===== config.mk =====
export PLATFORM = sky130hd
export DESIGN_NAME = fifo_vector_reader
export DESIGN_NICKNAME = d
export VERILOG_FILES = /design/src/rtl/bilstm_fifo_pkg.sv /design/src/rtl/stream_skid_buf2.sv /design/src/rtl/fifo_vector_reader.sv
export SDC_FILE = /design/constraint.sdc
export NUM_CORES = 1
export LEC_CHECK = 0
export CORE_ASPECT_RATIO = 0.75
export CORE_MARGIN = 2
export CORE_UTILIZATION = 27
export DETAILED_ROUTE_END_ITERATION = 7
export PLACE_DENSITY = 0.47
export SLEW_MARGIN = 40
export SYNTH_ARGS = -nofsm -noshare
export SYNTH_HDL_FRONTEND = slang
export SYNTH_SLANG_ARGS = --single-unit

===== constraint.sdc =====
create_clock -name clk -period 5.8 [get_ports clk]
set_clock_uncertainty 0.15 [all_clocks]
set_input_delay 1.45 -clock clk [delete_from_list [all_inputs] [get_ports clk]]
set_output_delay 1.45 -clock clk [all_outputs]
set_load 0.05 [all_outputs]

===== src/rtl/bilstm_fifo_pkg.sv =====
// bilstm_fifo_pkg: shared types and constants for the BiLSTM FIFO read path
package bilstm_fifo_pkg;
  typedef enum logic {RD_IDLE, RD_RUN} rd_state_t;
  localparam int SKID_DEPTH = 2;
endpackage


===== src/rtl/stream_skid_buf2.sv =====
// stream_skid_buf2: 2-entry register FIFO, head always in slot 0
module stream_skid_buf2 #(
  parameter int DATA_W = 32
) (
  input  logic              clk,
  input  logic              rst,
  input  logic              wr_i,
  input  logic              pop_i,
  input  logic [DATA_W-1:0] data_i,
  output logic [DATA_W-1:0] head_o,
  output logic [1:0]        cnt_o
);
  logic [DATA_W-1:0] m0_q, m0_d, m1_q, m1_d;
  logic [1:0]        cnt_q, cnt_d;
  logic              slot;
  always_comb begin
    slot  = (cnt_q - {1'b0, pop_i}) != 2'd0;
    cnt_d = cnt_q + {1'b0, wr_i} - {1'b0, pop_i};
    m0_d  = (wr_i && !slot) ? data_i : pop_i ? m1_q : m0_q;
    m1_d  = (wr_i && slot) ? data_i : m1_q;
  end
  always_ff @(posedge clk or posedge rst)
    if (rst) begin
      m0_q  <= '0;
      m1_q  <= '0;
      cnt_q <= '0;
    end else begin
      m0_q  <= m0_d;
      m1_q  <= m1_d;
      cnt_q <= cnt_d;
    end
  assign head_o = m0_q;
  assign cnt_o  = cnt_q;
endmodule


===== src/rtl/fifo_vector_reader.sv =====
// fifo_vector_reader: drains NUM_VEC x VEC_LEN words from the FIFO into an indexed valid/ready stream
module fifo_vector_reader
  import bilstm_fifo_pkg::*;
#(
  parameter  int DATA_W  = 32,
  parameter  int VEC_LEN = 8,
  parameter  int CNT_W   = 16,
  localparam int IW      = VEC_LEN > 1 ? $clog2(VEC_LEN) : 1,
  localparam int TW      = CNT_W + $clog2(VEC_LEN) + 1
) (
  input  logic                     clk,
  input  logic                     rst,
  input  logic                     start_i,
  input  logic [CNT_W-1:0]         num_vec_i,
  output logic                     busy_o,
  output logic                     done_o,
  output logic                     fifo_rd_en_o,
  input  logic                     fifo_empty_i,
  input  logic signed [DATA_W-1:0] fifo_data_i,
  output logic                     m_valid_o,
  input  logic                     m_ready_i,
  output logic signed [DATA_W-1:0] m_data_o,
  output logic                     m_last_o,
  output logic [IW-1:0]            m_word_idx_o,
  output logic [CNT_W-1:0]         m_vec_idx_o
);
  rd_state_t        state_q;
  logic [TW-1:0]    total_q, req_cnt_q, pop_cnt_q;
  logic             inflight_q, done_q;
  logic [IW-1:0]    widx_q;
  logic [CNT_W-1:0] vidx_q;
  logic [1:0]       buf_cnt;
  logic [2:0]       credit;
  logic             pop, last_pop, rd_en, go;
  always_comb begin
    pop      = m_valid_o && m_ready_i;
    last_pop = pop && (pop_cnt_q == total_q - TW'(1));
    go       = state_q == RD_IDLE && start_i;
    // words already held or in flight after this cycle's pop must leave a free slot
    credit   = 3'(buf_cnt) + 3'(inflight_q) - 3'(pop);
    rd_en    = state_q == RD_RUN && !fifo_empty_i && req_cnt_q < total_q && credit < 3'(SKID_DEPTH);
  end
  always_ff @(posedge clk or posedge rst)
    if (rst) begin
      state_q    <= RD_IDLE;
      total_q    <= '0;
      req_cnt_q  <= '0;
      pop_cnt_q  <= '0;
      inflight_q <= 1'b0;
      done_q     <= 1'b0;
      widx_q     <= '0;
      vidx_q     <= '0;
    end else begin
      inflight_q <= rd_en;
      done_q     <= go && num_vec_i == '0;
      if (rd_en) req_cnt_q <= req_cnt_q + TW'(1);
      if (pop) begin
        pop_cnt_q <= pop_cnt_q + TW'(1);
        widx_q    <= m_last_o ? '0 : widx_q + IW'(1);
        vidx_q    <= vidx_q + CNT_W'(m_last_o);
      end
      if (go && num_vec_i != '0) begin
        state_q   <= RD_RUN;
        total_q   <= TW'(num_vec_i) * TW'(VEC_LEN);
        req_cnt_q <= '0;
        pop_cnt_q <= '0;
        widx_q    <= '0;
        vidx_q    <= '0;
      end else if (last_pop) state_q <= RD_IDLE;
    end
  stream_skid_buf2 #(.DATA_W(DATA_W)) u_skid (
    .clk   (clk),
    .rst   (rst),
    .wr_i  (inflight_q),
    .pop_i (pop),
    .data_i(fifo_data_i),
    .head_o(m_data_o),
    .cnt_o (buf_cnt)
  );
  assign m_valid_o    = buf_cnt != 2'd0;
  assign busy_o       = state_q == RD_RUN;
  assign done_o       = done_q | last_pop;
  assign fifo_rd_en_o = rd_en;
  assign m_last_o     = widx_q == IW'(VEC_LEN - 1);
  assign m_word_idx_o = widx_q;
  assign m_vec_idx_o  = vidx_q;
endmodule


==> results.toml <==
[yosys]
synth_flop_cell = "dfrtp_1"
synth_commonest_cells = "dfrtp_1 (144), nand2_1 (96), o21ai_0 (63), nor2_1 (40), mux2i_1 (34)"
synth_edf_count = 0
async_flop_share = 1.00
synth_top_area_cell = "dfrtp_1"
yosys_warnings = 0
ys_types = 55
yosys-top-cells-area = "dfrtp_1 (50%), mux2_2 (5.0%), nand2_1 (5.0%), mux2i_1 (4.7%), o21ai_0 (4.3%)"
netlist_instances = 714
yosysMostFrequentCell = "dfrtp_1"
synth_top_area_frac = 0.495
avgSynthCellArea_um2 = 10.2
ys_seq_area_frac = 0.495
postSynthNetCount = 793
syn_area_um2 = 7270
synth-seq-cells = 144

[critical_path]
path_depth = 13
crit_arrival_ns = 3.85
path_cells = "clkdlybuf4s50_1, nand2_1, inv_2, ha_1, inv_1, ha_1, inv_1, fa_1, nand3_1, a211oi_2, o31ai_4, clkinvlp_4, buf_12"
worstPathMaxFanout = 3
worst_ep_required_time_ns = 4.20
cp_top_family = "buffers and inverters"
cp-end-kind = "output pin"
worstReg2RegStart = "u_skid.cnt_o[1]"
max_stage_delay_ns = 0.49
crit_path_start_kind = "input pin"
criticalPathCategory = "input pin to output pin"
critPathBufInv = 6
critPathSlowestCell = "fa_1"
critPathLaunch = "m_ready_i"
r2r_cells = 15

[outcome]
status = "finished clean"

[timing]
fin_crit_sh = 0.939
drv_slew = 0
holdWs_ns = 0.354
slew_headroom = 0.569
min_period_ns = 5.45
fmaxAchievable_mhz = 184
fin_tns_setup_ns = 0
fin_ws_ns = 0.355
max_slew.worst_pin.slew_ns = 0.647
finalHoldViolCount = 0
grt_setup_unrepaired = "false"
finalSetupViolCount = 0

[pwr]
p_per_area_nw_per_um2 = 474
irDropWorstVdd_uv = 281
power.total_mw = 4.39
p_leak_nw = 3.95

[cells_and_area]
diodes = 0
fin_nets = 898
syn_to_final_growth_pct = 27.6
finalNonFillerCells = 1169
drive_gt1_frac = 0.0958
fin_area_um2 = 9280
post-route-util = 0.354

[drt]
route.detailed.drc = 0
postRouteWirelength_um = 18100
wl_per_cell_um = 15.5
via_per_inst = 4.70
drt_iter0_drc = 232
first_pass_iters = 4
drtAntennaViolNets = 0
via_count = 5500

[place]
placed_cell_area_um2 = 8770
dp_hpwl_um = 12600
place_ws_ns = 0.330
port_buffers = 108
place_inst = 1144
place.gp.congestion = 0.794

[clock_tree]
clk_pin_slew_worst_paths_ns = 0.05
cts.repair.resized = 0
cts_tree = "built"
cts.sinks = 144
cts_buffers = 17
holdBufCountCts = 0
cts_root_buffer = "clkbuf_16"
cts_buffer_depth = 2
ctsHtreeMaxLevel = 4
worst_skew_pair.late_latency_ns = 0.42
postCtsSetupBuffers = 0

[die]
die_h_um = 146
die_w_um = 194
core_area_um2 = 26200
initial_utilization = 0.277
dieArea_um2 = 28300
row_count = 51
io_pins = 109

[global_routing]
grt_max_degree = 89
globalRouteOverflowTotal = 0
grt_pass1_wl_um = 29900
antenna_found_initial = 0
groute.usage.overall = 0.134
grt_pass1_vias = 5342

[hold_path]
worstHoldPathType = "flip-flop to flip-flop"
hold_start = "u_skid.m1_q[11]"
worst_hold_path.num_cells = 1

[run]
cap_violations = 0
worst register-to-register path, stage by stage (launching register included):
cell	delay (ns)
dfrtp_1	0.42
inv_1	0.09
nand2_1	0.07
nand2_1	0.09
inv_2	0.04
ha_1	0.26
inv_1	0.14
ha_1	0.17
inv_1	0.05
fa_1	0.49
nand3_1	0.08
a211oi_2	0.29
o31ai_4	0.13
buf_4	0.25
or4_1	0.55
a21oi_1	0.15
state kept, by name, summed over array words and instances, names as in the netlist:
register	count
pop_cnt_q	20
m_word_idx_o	3
u_skid.cnt_o	2
inflight_q	1
busy_o	1
u_skid.m1_q	32
total_q	16
req_cnt_q	20
m_vec_idx_o	16
done_q	1
u_skid.head_o	32
layout by cell type, fill, tap and decap left out, types with 17 or more instances in the layout:
| cell | netlist | final |
|---|---|---|
| clkbuf_16 | 0 | 17 |
| clkdlybuf4s50_1 | 0 | 106 |
| mux2i_1 | 34 | 34 |
| xor2_1 | 32 | 32 |
| nand2_1 | 96 | 96 |
| dfrtp_1 | 144 | 144 |
| ha_1 | 25 | 25 |
| nand3_1 | 23 | 23 |
| o21ai_0 | 63 | 63 |
| mux2_2 | 32 | 32 |
| inv_1 | 28 | 26 |
| a21oi_1 | 29 | 29 |
| nor2_1 | 40 | 40 |
final timing paths:
path                                    endpoint  slack [ns]
min in group asynchronous       u_skid.head_o[3]        1.36
worst max register to register      req_cnt_q[9]        2.30
max in group asynchronous          pop_cnt_q[19]        3.28
worst max-delay path                fifo_rd_en_o        0.35
worst min register to register   u_skid.m1_q[11]        0.35
worst min-delay path             u_skid.m1_q[11]        0.35
cell families after synthesis:
family,after synthesis,share of synthesized area
AOI/OAI and AO/OA,127,0.102
xor gates and xnor gates,48,0.0597
adders and majority gates,26,0.0458
buffers and inverters,59,0.0334
DFF,144,0.495
muxes,66,0.0963
and+or+nand+nor,244,0.168
routing by layer:
| metal | vias to the layer above | global-route usage | share of wire | wire (um) |
|---|---|---|---|---|
| li1 | 2719 | - | - | - |
| met1 | 2684 | 0.199 | 0.53 | 9600 |
| met2 | 90 | 0.187 | 0.42 | 7560 |
| met3 | 7 | 0.0413 | 0.046 | 841 |
| met4 | 0 | 0.0324 | 0.0072 | 131 |
| met5 | - | 0 | 0 | 0 |
where the power goes:
part           switching (mW)  internal [mW]
sequential              0.225           1.33
combinational            1.10          0.732
clock                   0.398          0.606
total                    1.73           2.67
area by class of cell:
type	instances	area, um2
fill	2610	16900
sequential	144	3600
multi-input combinational	511	3450
timing repair buffer	116	1160
clock buffer	23	478
tap	344	430
inverter	29	120
clock inverter	2	35.0
No activity file was read; power rests on OpenSTA's default activity.
